<file path="config.mk">
export PLATFORM = sky130hd
export DESIGN_NAME = seg7_scan_driver
export DESIGN_NICKNAME = d
export VERILOG_FILES = /design/src/rtl/seg7_scan_driver.sv
export SDC_FILE = /design/constraint.sdc
export NUM_CORES = 1
export LEC_CHECK = 0
export ABC_AREA = 1
export BUFFER_PORTS_ARGS = -buffer_cell sky130_fd_sc_hd__buf_4
export CORE_MARGIN = 2
export CORE_UTILIZATION = 30
export CTS_CLUSTER_DIAMETER = 40
export DETAILED_ROUTE_END_ITERATION = 12
export MAX_ROUTING_LAYER = met4
export PLACE_DENSITY = 0.44
export SETUP_SLACK_MARGIN = 0.3
export SKIP_CTS_REPAIR_TIMING = 1
export SLEW_MARGIN = 20
export SYNTH_ARGS = -nofsm -noshare
export SYNTH_HDL_FRONTEND = slang
export SYNTH_SLANG_ARGS = --single-unit
</file>
<file path="constraint.sdc">
create_clock -name clk -period 3.9 [get_ports clk]
set_input_delay 0.195 -clock clk [delete_from_list [all_inputs] [get_ports clk]]
set_output_delay 0.195 -clock clk [all_outputs]
set_load 0.1 [all_outputs]
</file>
<file path="src/rtl/seg7_scan_driver.sv">
// N-digit 7-segment driver: latched shadow digits, hex/BCD decode, leading-zero
// blanking and blink, driving both a static per-digit bus and a multiplexed bus.
module seg7_scan_driver #(
  parameter int N_DIGITS = 6,
  parameter int CLK_HZ   = 50_000_000,
  parameter int SCAN_HZ  = 6_000,
  parameter int BLINK_HZ = 2,
  parameter int HEX_EN   = 1
) (
  input  logic                      clk,
  input  logic                      rst,
  input  logic                      load,
  input  logic [4*N_DIGITS-1:0]     digits_in,
  input  logic [N_DIGITS-1:0]       dp_in,
  input  logic [N_DIGITS-1:0]       blink_mask,
  input  logic                      lz_blank,
  output logic [7*N_DIGITS-1:0]     seg_all,
  output logic [N_DIGITS-1:0]       dp_all,
  output logic [6:0]                seg_out,
  output logic                      dp_out,
  output logic [N_DIGITS-1:0]       an_out,
  output logic [((N_DIGITS > 1) ? $clog2(N_DIGITS) : 1)-1:0] scan_idx
);

  localparam int IDX_W     = (N_DIGITS > 1) ? $clog2(N_DIGITS) : 1;
  localparam int DIV_SCAN  = CLK_HZ / SCAN_HZ;
  localparam int DIV_BLINK = CLK_HZ / (2 * BLINK_HZ);
  localparam int SCAN_W    = $clog2(DIV_SCAN);
  localparam int BLINK_W   = (DIV_BLINK > 1) ? $clog2(DIV_BLINK) : 1;

  logic [4*N_DIGITS-1:0] digits_q;
  logic [N_DIGITS-1:0]   dp_q;
  logic [N_DIGITS-1:0]   blink_q;

  logic [SCAN_W-1:0]     scan_cnt;
  logic [SCAN_W-1:0]     scan_cnt_nx;
  logic [IDX_W-1:0]      scan_idx_nx;
  logic [BLINK_W-1:0]    blink_cnt;
  logic [BLINK_W-1:0]    blink_cnt_nx;
  logic                  blink_phase;
  logic                  blink_phase_nx;

  logic [7*N_DIGITS-1:0] seg_nx;
  logic [N_DIGITS-1:0]   dp_nx;
  logic                  upper_zero;
  logic                  lz_hit;
  logic [6:0]            seg_mux;
  logic                  dp_mux;
  logic [N_DIGITS-1:0]   an_nx;

  // Segment patterns a..g (MSB..LSB), active-low.
  function automatic logic [6:0] decode(input logic [3:0] nib);
    logic [6:0] s;
    case (nib)
      4'h0: s = 7'b0000001;
      4'h1: s = 7'b1001111;
      4'h2: s = 7'b0010010;
      4'h3: s = 7'b0000110;
      4'h4: s = 7'b1001100;
      4'h5: s = 7'b0100100;
      4'h6: s = 7'b0100000;
      4'h7: s = 7'b0001111;
      4'h8: s = 7'b0000000;
      4'h9: s = 7'b0000100;
      4'hA: s = 7'b0001000;
      4'hB: s = 7'b1100000;
      4'hC: s = 7'b0110001;
      4'hD: s = 7'b1000010;
      4'hE: s = 7'b0110000;
      default: s = 7'b0111000;
    endcase
    if (HEX_EN == 0 && nib > 4'd9) s = 7'b1111111;
    return s;
  endfunction

  // Walk from the top digit down so blanking stops at the first non-zero digit.
  always_comb begin
    seg_nx     = '1;
    dp_nx      = '1;
    upper_zero = 1'b1;
    lz_hit     = 1'b0;
    for (int i = N_DIGITS - 1; i >= 0; i--) begin
      upper_zero = upper_zero && (digits_q[4*i +: 4] == 4'd0);
      lz_hit     = lz_blank && (i != 0) && upper_zero;
      if (!(blink_phase && blink_q[i])) begin
        seg_nx[7*i +: 7] = lz_hit ? 7'b1111111 : decode(digits_q[4*i +: 4]);
        dp_nx[i]         = ~dp_q[i];
      end
    end
  end

  always_comb begin
    scan_cnt_nx    = scan_cnt + SCAN_W'(1);
    scan_idx_nx    = scan_idx;
    blink_cnt_nx   = blink_cnt + BLINK_W'(1);
    blink_phase_nx = blink_phase;
    if (scan_cnt == SCAN_W'(DIV_SCAN - 1)) begin
      scan_cnt_nx = '0;
      scan_idx_nx = (scan_idx == IDX_W'(N_DIGITS - 1)) ? '0 : scan_idx + IDX_W'(1);
    end
    if (blink_cnt == BLINK_W'(DIV_BLINK - 1)) begin
      blink_cnt_nx   = '0;
      blink_phase_nx = ~blink_phase;
    end
  end

  // Mux the freshly decoded digit so seg_out always equals the seg_all slice on the same cycle.
  always_comb begin
    seg_mux = 7'b1111111;
    dp_mux  = 1'b1;
    an_nx   = '1;
    if (scan_cnt_nx != '0) begin
      for (int i = 0; i < N_DIGITS; i++) begin
        if (scan_idx_nx == IDX_W'(i)) begin
          seg_mux  = seg_nx[7*i +: 7];
          dp_mux   = dp_nx[i];
          an_nx[i] = 1'b0;
        end
      end
    end
  end

  always_ff @(posedge clk or negedge rst) begin
    if (!rst) begin
      digits_q    <= '0;
      dp_q        <= '0;
      blink_q     <= '0;
      scan_cnt    <= '0;
      scan_idx    <= '0;
      blink_cnt   <= '0;
      blink_phase <= 1'b0;
      seg_all     <= '1;
      dp_all      <= '1;
      seg_out     <= '1;
      dp_out      <= 1'b1;
      an_out      <= '1;
    end else begin
      if (load) begin
        digits_q <= digits_in;
        dp_q     <= dp_in;
        blink_q  <= blink_mask;
      end
      scan_cnt    <= scan_cnt_nx;
      scan_idx    <= scan_idx_nx;
      blink_cnt   <= blink_cnt_nx;
      blink_phase <= blink_phase_nx;
      seg_all     <= seg_nx;
      dp_all      <= dp_nx;
      seg_out     <= seg_mux;
      dp_out      <= dp_mux;
      an_out      <= an_nx;
    end
  end

endmodule

</file>
### Word-level counts from Yosys, hierarchy flattened

Memory sizes are Yosys's and may differ from the RTL's.
Index checks and enable logic that the tools add are counted.

* memory bits (read-only): 672
* input port bits: 40
* bits in registers: 140
* output and inout bits: 65
* memories kept: 6

Memory list
* (no name shown): words 16, width 7, rd ports 1, clocked after Yosys merged registers in 0, write ports 0, line 54 `case (nib)`
* (no name shown): words 16, width 7, rd ports 1, clocked after Yosys merged registers in 0, write ports 0, line 54
* (no name shown): words 16, width 7, rd ports 1, clocked after Yosys merged registers in 0, write ports 0, line 54
* (no name shown): words 16, width 7, rd ports 1, clocked after Yosys merged registers in 0, write ports 0, line 54
* (no name shown): words 16, width 7, rd ports 1, clocked after Yosys merged registers in 0, write ports 0, line 54
* (no name shown): words 16, width 7, rd ports 1, clocked after Yosys merged registers in 0, write ports 0, line 54

* reduce and logical (&&, ||, !) cells: 22
* equality and inequality tests: 8
* muxes and demuxes: 42
* $add $sub $neg: 3
* bitwise gates (word level): 7

Operator list (count)
* $mux 7: 18
* $add 24x1->24 const B: 1
* $eq 24x24->1 const B: 1
* $mux 24: 1
* $logic_not 4->1: 5
* $mux 1: 19
* $logic_and 1x1->1: 15
* $add 14x1->14 const B: 1
* $eq 14x14->1 const B: 1
* $mux 14: 1
* $reduce_bool 14->1: 1
* $eq 3x3->1 const B: 3
* $not 1->1: 7
* $eq 3x2->1 const B: 2
* $mux 3: 2
* $mux 6: 1
* $add 3x1->3 const B: 1
* $eq 3x1->1 const B: 1
* $logic_not 3->1: 1

### Depth between registers and ports, before layout

Gate-level depths: netlist of run 1.

* depth in word-level cells: 14
* mapped depth: 15
* mapped depth without buffers: 14

### Least setup slack after synthesis of run 1

Ideal clock, no wire load.

* path type: reg2reg
* start point: reg scan_idx[1] (netlist bit)
* end point: reg dp_out
* clock period less this slack: 2379 ps
* path buffers: 1
* cell stages (with the launch flop): 13
* required time: 3816 ps
* slack: 1521 ps
* arrival time: 2295 ps
* path through: dfrtp_1 inv_1 nand2_1 nor2_1 nor2_1 nand3_1 nand2_2 inv_2 nor3_4 buf_6 nor2_1 nand3_1 nand3_1

* cells in the longest elaborated chain, start to end: 11

RTL lines
* start: declaration: line 22 `output logic [((N_DIGITS > 1) ? $clog2(N_DIGITS) : 1)-1:0] scan_idx`
* start signal: assignment: line 144 `scan_idx <= scan_idx_nx;`
* $add 3x1->3 / $eq 3x3->1 (equally long branches): line 99 `scan_idx_nx = (scan_idx == IDX_W'(N_DIGITS - 1)) ? '0 : scan_idx + IDX_W'(1);`
* $mux 3 *: line 99
* $mux 3 *: line 97 `if (scan_cnt == SCAN_W'(DIV_SCAN - 1)) begin`
* named net scan_idx_nx[2]: line 37 `logic [IDX_W-1:0] scan_idx_nx;`
* $logic_not 3->1: line 114 `if (scan_idx_nx == IDX_W'(i)) begin`
* $mux 1 (5 in series): line 114
* $mux 1 *: line 114
* $mux 1 *: line 112 `if (scan_cnt_nx != '0) begin`
* named net dp_mux: line 48 `logic dp_mux;`
* end signal: assignment: line 150 `dp_out <= dp_mux;`
* end: declaration: line 20 `output logic dp_out,`

Mark *: on every way through the listed nets, which the timed path passes. The rest lies on a longest branch.
A chain may end at the register's enable or synchronous reset.

### Final worst setup path of run 1

* start point: reg digits_q[21]
* end point: reg seg_out[3]

RTL lines
* start: declaration: line 31 `logic [4*N_DIGITS-1:0] digits_q;`
* start signal: assignment: line 139 `digits_q <= digits_in;`
* $logic_not 4->1: line 83 `upper_zero = upper_zero && (digits_q[4*i +: 4] == 4'd0);`
* $logic_and 1x1->1 (3 in series): line 83
* $logic_and 1x1->1: line 84 `lz_hit = lz_blank && (i != 0) && upper_zero;`
* $mux 7: line 86 `seg_nx[7*i +: 7] = lz_hit ? 7'b1111111 : decode(digits_q[4*i +: 4]);`
* $mux 7: line 85 `if (!(blink_phase && blink_q[i])) begin`
* named net seg_nx[17]: line 43 `logic [7*N_DIGITS-1:0] seg_nx;`
* $mux 7 (4 in series): line 114
* $mux 7: line 112
* named net seg_mux[3]: line 47 `logic [6:0] seg_mux;`
* end signal: assignment: line 149 `seg_out <= seg_mux;`
* end: declaration: line 19 `output logic [6:0] seg_out,`

The timed path passes the listed nets, and every way through them passes these cells.

==> results.cfg, run 1 <==
[clock_tree]
insertion_delay_ps = 420
h-tree-depth = 4
cts_sinks = 140
clock_path_buffers = 2
cts_root_buffer = clkbuf_16
cts_buffers = 17
path_clk_slew_ps = 60
cts_tree = built

[sta]
max_freq_mhz = 437
tns_ps = 0
final_hold_viol_count = 2
hold_slack_ps = -3.89
rsz0062_at_grt = false
tightest_slew_ps = 764
setup_viol = 0
final.setup_skew_ps = 8.73
slew_viol_final = 0
finalCritPeriodShare_pct = 58.6
fin_crit_ps = 2290
relSlewSlack_pct = 48.4

[routing]
post_drt_wl_per_cell_um = 15.5
num_vias = 6662
drcViolationCount = 0
first_pass_iters = 5
ant_nets = 0
drtIter0Drc = 484
wirelength_um = 22000
viasPerCell = 4.69

[setup_path]
critPathMaxFanout = 7
r2r-end = seg_out[3]$_DFF_PN1_
cp_data_required_time_ps = 4250
start_kind = flip-flop
reg2reg_depth = 14
crit_type = flip-flop to flip-flop
r2r-start = digits_q[21]$_DFFE_PN0P_
crit_arrival_ps = 2630
slowest_delay_ps = 430
cp_num_buf_inv = 3
cp_slowest_cell = dfrtp_1
crit_path_end_kind = flip-flop
rrSetupSlack_ps = 1610
cpMostUsedCell = nand2_1
critical_path.top_delay_family = simple AND/OR/NAND/NOR gates
cp.depth = 14
cp_cell_sequence = inv_1 > ha_1 > nand2_1 > inv_1 > nand2_1 > nor2_1 > nand2_1 > inv_1 > nand2_1 > o2111ai_1 > nand2_1 > nand2_1 > nand3_1 > nand3_2

[synth]
ys_seq_area_share_pct = 46.4
avgSynthCellArea_um2 = 8.10
syn_inst = 953
ys_types = 45
synth_fp_nets = 1028
async_flop_share_pct = 100
ys_seq_elements = 140
synth_flop_cell = dfrtp_1
yosysWarnings = 0
syn_area_um2 = 7710
synth-edff-count = 0

[floorplanning]
die_h_um = 164
rows = 58
die_w_um = 164
initial_core_util_pct = 30.6
core_area_um2 = 25200
ios = 105
die_area_um2 = 27000

[global_routing]
antenna_found_initial = 0
overflow = 0
grt_max_degree = 81
grt.total_usage_pct = 17.5
grt_pass1_vias = 6471
grt_pass1_wl_um = 35200

[worst_hold_path]
min-delay-path-class = primary input to flip-flop
holdPathEnd = digits_q[1]$_DFFE_PN0P_
worstHoldStart = digits_in[1]
hold_path_depth = 3

[power]
combPwrFrac_pct = 26.4
p_per_area_nw_per_um2 = 482
pwr-share-clk_pct = 36.4
p_leak_nw = 4.73
p_sw_mw = 1.66
worst_ir_drop_vdd_mv = 0.226
p_sw_share_pct = 35.9
seqPwrFrac_pct = 37.2
power.internal_mw = 2.97

[finish]
diodes = 0
area_growth_pct = 24.8
drive_above_1_share_pct = 21.7
nNetsFinal = 1152

[placement]
port-buffer-count = 104
dpl.hpwl_um = 16500
globalplace.congestion = 0.884

[job]
maxCapViolations = 0

[run_status]
violations = hold timing
status = finished with violations
## flip-flops by register name, summed over array words and instances, names as in the netlist
signal       count
an_out           6
blink_cnt       24
blink_phase      1
blink_q          6
digits_q        24
dp_all           6
dp_out           1
dp_q             6
scan_cnt        14
scan_idx         3
seg_all         42
seg_out          7
## routing by layer
metal  routed length, µm  vias up  part of all wire (%)  track usage [%]
li1                    -     3344                     -                -
met1               10800     3158                    49             24.3
met4                 462        0                   2.1             4.86
met5                   0        -                     0                -
met3                 768       26                   3.5             3.46
met2                9960      134                    45             26.1
## worst register-to-register path, stage by stage (launching register included)
cell and delay, ps:
dfrtp_1 430, inv_1 140, ha_1 250, nand2_1 70, inv_1 50, nand2_1 70, nor2_1 300, nand2_1 120
inv_1 90, nand2_1 160, o2111ai_1 220, nand2_1 90, nand2_1 80, nand3_1 80, nand3_2 60
## cell usage in the layout (no fill, tap or decap), types with 7 or more instances in the layout
cell type / count
dfrtp_1: 78
nand4_1: 25
o21ai_0: 44
dlygate4sd3_1: 24
mux2_2: 11
a21oi_1: 27
buf_4: 106
nor2_1: 104
dfstp_2: 62
xor2_1: 9
nor4_1: 9
inv_1: 122
nand2_1: 223
nor2_2: 7
clkbuf_1: 8
ha_1: 35
nand3_1: 73
nor3_1: 32
a31oi_1: 7
clkbuf_16: 17
## Yosys cell counts (all sizes together) (11+ instances only)
master	count	area share [%]
a21oi	27	1.8
dfrtp	78	25
nand4	27	2.4
nor2	114	6.1
nand3	79	5.5
clkbuf	16	0.78
ha	35	5.7
o21ai	46	3.0
inv	125	6.1
nand2	229	11
dfstp	62	21
mux2	11	1.6
nor3	35	2.7
## kinds of logic after synthesis
family,share of synthesized area [%]
adder cells (fa/ha/maj),5.68
buffers and inverters,8.04
flip-flops,46.4
AO/OA/AOI/OAI,7.33
multiplexers,1.61
XOR/XNOR,1.36
AND/OR/NAND/NOR,29.6
## stage by stage
stage	utilization (%)	power [mW]	setup slack, ps	instance area [µm²]	instances
finish	38.2	4.64	1610	9630	1420
global route	38.2	4.84	1330	9630	1420
CTS	37.3	4.68	1590	9390	1396
detailed placement	34.9	2.96	1610	8790	1364
global placement	34.9	2.97	1630	8790	1364
floorplan	-	2.64	1520	7710	953
## how the worst max path moves through the flow
stage / endpoint / from
3_3_place_gp: seg_out[3]$_DFF_PN1_ / digits_q[20]$_DFFE_PN0P_
2_1_floorplan: dp_out$_DFF_PN1_ / scan_idx[1]$_DFF_PN0_
6_report: seg_out[3]$_DFF_PN1_ / digits_q[21]$_DFFE_PN0P_
5_1_grt: seg_out[3]$_DFF_PN1_ / digits_q[21]$_DFFE_PN0P_
4_1_cts: seg_out[4]$_DFF_PN1_ / digits_q[20]$_DFFE_PN0P_
3_5_place_dp: seg_out[4]$_DFF_PN1_ / digits_q[20]$_DFFE_PN0P_
## area by class of cell
type                       count  area [µm²]
clock buffer                  25         455
clock inverter                 7         139
fill                        2572       15600
inverter                     127         477
multi-input combinational    660        3510
sequential                   140        3580
tap                          330         413
timing repair buffer         131        1050
## power by group through the flow
stage	Sequential (mW)	Clock [mW]	Combinational [mW]
2_1_floorplan	2.36	0	0.279
3_3_place_gp	1.75	0	1.22
3_5_place_dp	1.75	0	1.22
4_1_cts	1.73	1.73	1.22
5_1_grt	1.74	1.80	1.30
6_report	1.72	1.69	1.23
No activity file was read; power rests on OpenSTA's default activity.
==> inputs of run 2 (changes only) <==
- clock period: 3.9 -> 2.3 ns (I/O delays scaled with it)
==> run 2 against run 1 <==
Effect of this change:
- the flow now finishes without violations
- maximum frequency up 16%
- via count up 4.1%
- routed wire length up 4.9%
- hold slack better by 170 ps
- sequential power up 70%
- utilization up 4.1 points
- clock skew up 4.1 ps
- largest power group is now the clock network
- cell area up 11%
- first-iteration DRC count down 23%
- die area unchanged
==> results.cfg, run 2 (synthesis gave the netlist of run 1 again) <==
[power]
p_per_area_nw_per_um2 = 769
combPwrFrac_pct = 26.9
p_sw_share_pct = 36.2
p_sw_mw = 2.97
p_leak_nw = 5.14
power.internal_mw = 5.24
seqPwrFrac_pct = 35.6
worst_ir_drop_vdd_mv = 0.459
pwr-share-clk_pct = 37.5

[setup_path]
r2r-start = scan_cnt[0]$_DFF_PN0_
crit_path_end_kind = flip-flop
crit_type = flip-flop to flip-flop
start_kind = flip-flop
critPathMaxFanout = 5
worst_setup_path_startpoint = scan_cnt[0]$_DFF_PN0_
crit_arrival_ps = 2320
cp_data_required_time_ps = 2660

[global_routing]
grt_max_degree = 62
overflow = 0
antenna_found_initial = 0
grt_pass1_wl_um = 35800
grt_pass1_vias = 6433
grt.total_usage_pct = 17.9

[sta]
relSlewSlack_pct = 47.8
final.setup_skew_ps = 12.8
tns_ps = 0
tightest_slew_ps = 773
slew_viol_final = 0
fin_crit_ps = 1970
setup_viol = 0
finalCritPeriodShare_pct = 85.5
final_hold_viol_count = 0
max_freq_mhz = 509
rsz0062_at_grt = true

[clock_tree]
cts_tree = built
h-tree-depth = 4
clock_path_buffers = 2
cts_root_buffer = clkbuf_16
path_clk_slew_ps = 60
insertion_delay_ps = 430
cts_sinks = 140
cts_buffers = 17

[finish]
final_cell_mix = nand2_1, buf_4, inv_1, nor2_1, dfrtp_1
stdcell_area_um2 = 10700
top_regs = seg_all (42), blink_cnt (24), digits_q (24)
largest_reg_flops = 42
nNetsFinal = 1217
largest-register = seg_all
area_growth_pct = 38.3
drive_above_1_share_pct = 32.9
diodes = 0
final_common_cell = nand2_1

[floorplanning]
die_area_um2 = 27000
die_w_um = 164
core_area_um2 = 25200
initial_core_util_pct = 30.6
ios = 105
rows = 58
die_h_um = 164

[routing]
viasPerCell = 4.67
drcViolationCount = 0
drtIter0Drc = 373
ant_nets = 0
post_drt_wl_per_cell_um = 15.5
first_pass_iters = 5
num_vias = 6938
wirelength_um = 23000

[job]
maxCapViolations = 0

[worst_hold_path]
min-delay-path-class = primary input to asynchronous set/reset pin

[placement]
placed_area_um2 = 9000
dpl.hpwl_um = 17100
globalplace.congestion = 0.863
port-buffer-count = 104

[run_status]
status = finished, final reports clean
run 2: cell count changes in the layout (fill, tap and decap cells not counted), sizes merged:
cell / before / now
buf: 107 / 157
bufinv: 4 / 5
clkbuf: 25 / 19
clkinv: 5 / 8
clkinvlp: 0 / 3
dlygate4sd3: 24 / 37
inv: 125 / 126
run 2: per-stage QoR:
step	utilization (%)	setup slack, ps	total power [mW]	std cells	hold WS, ps
floorplan	-	345	4.48	953	-181
global placement	35.7	126	5.08	1386	59.2
detailed placement	35.7	98.4	5.06	1386	56.9
CTS	38.3	97.8	8.19	1418	-400
global route	42.4	247	8.56	1485	195
finish	42.4	335	8.21	1485	168
run 2: path summary, 6_finish.rpt:
check | slack [ps] | cells after the start | endpoint
hold reg to reg | 440 | 1 | dp_all[1]$_DFF_PN1_
hold / removal | 170 | 2 | scan_cnt[9]$_DFF_PN0_
setup reg to reg | 330 | 14 | seg_out[2]$_DFF_PN1_
setup / recovery | 330 | 14 | seg_out[2]$_DFF_PN1_
max in group asynchronous | 1350 | 3 | an_out[5]$_DFF_PN1_
min in group clk | 200 | 3 | digits_q[10]$_DFFE_PN0P_
run 2: per-layer routing:
metal / global-route usage [%] / wire length [µm] / vias to the layer above
li1: - / - / 3492
met1: 24.6 / 11000 / 3288
met2: 27.2 / 11000 / 141
met3: 3.03 / 836 / 17
met4: 4.67 / 259 / 0
met5: - / 0 / -
run 2: layout make-up:
| class | count | area [µm²] |
|---|---|---|
| fill | 2506 | 14500 |
| multi-input combinational | 660 | 3840 |
| sequential | 140 | 3600 |
| timing repair buffer | 196 | 1690 |
| inverter | 127 | 488 |
| clock buffer | 17 | 425 |
| tap | 330 | 413 |
| clock inverter | 15 | 220 |
run 2: power by group through the flow:
stage	combinational, mW	clock (mW)	sequential [mW]
floorplan	0.474	0	4.00
global placement	2.11	0	2.97
detailed placement	2.10	0	2.96
CTS	2.11	3.16	2.92
global route	2.34	3.27	2.95
finish	2.21	3.08	2.92
run 2: critical path, stage by stage, from the launching register on:
cell and delay [ps]:
dfrtp_1 410, inv_2 90, ha_4 160, nand2_4 50
nor2_4 150, nand2_4 90, nand2_4 110, nand2_8 80
buf_12 130, nor3_4 140, buf_12 140, clkbuf_16 130
a21oi_2 30, nand3_1 100, nand3_2 70
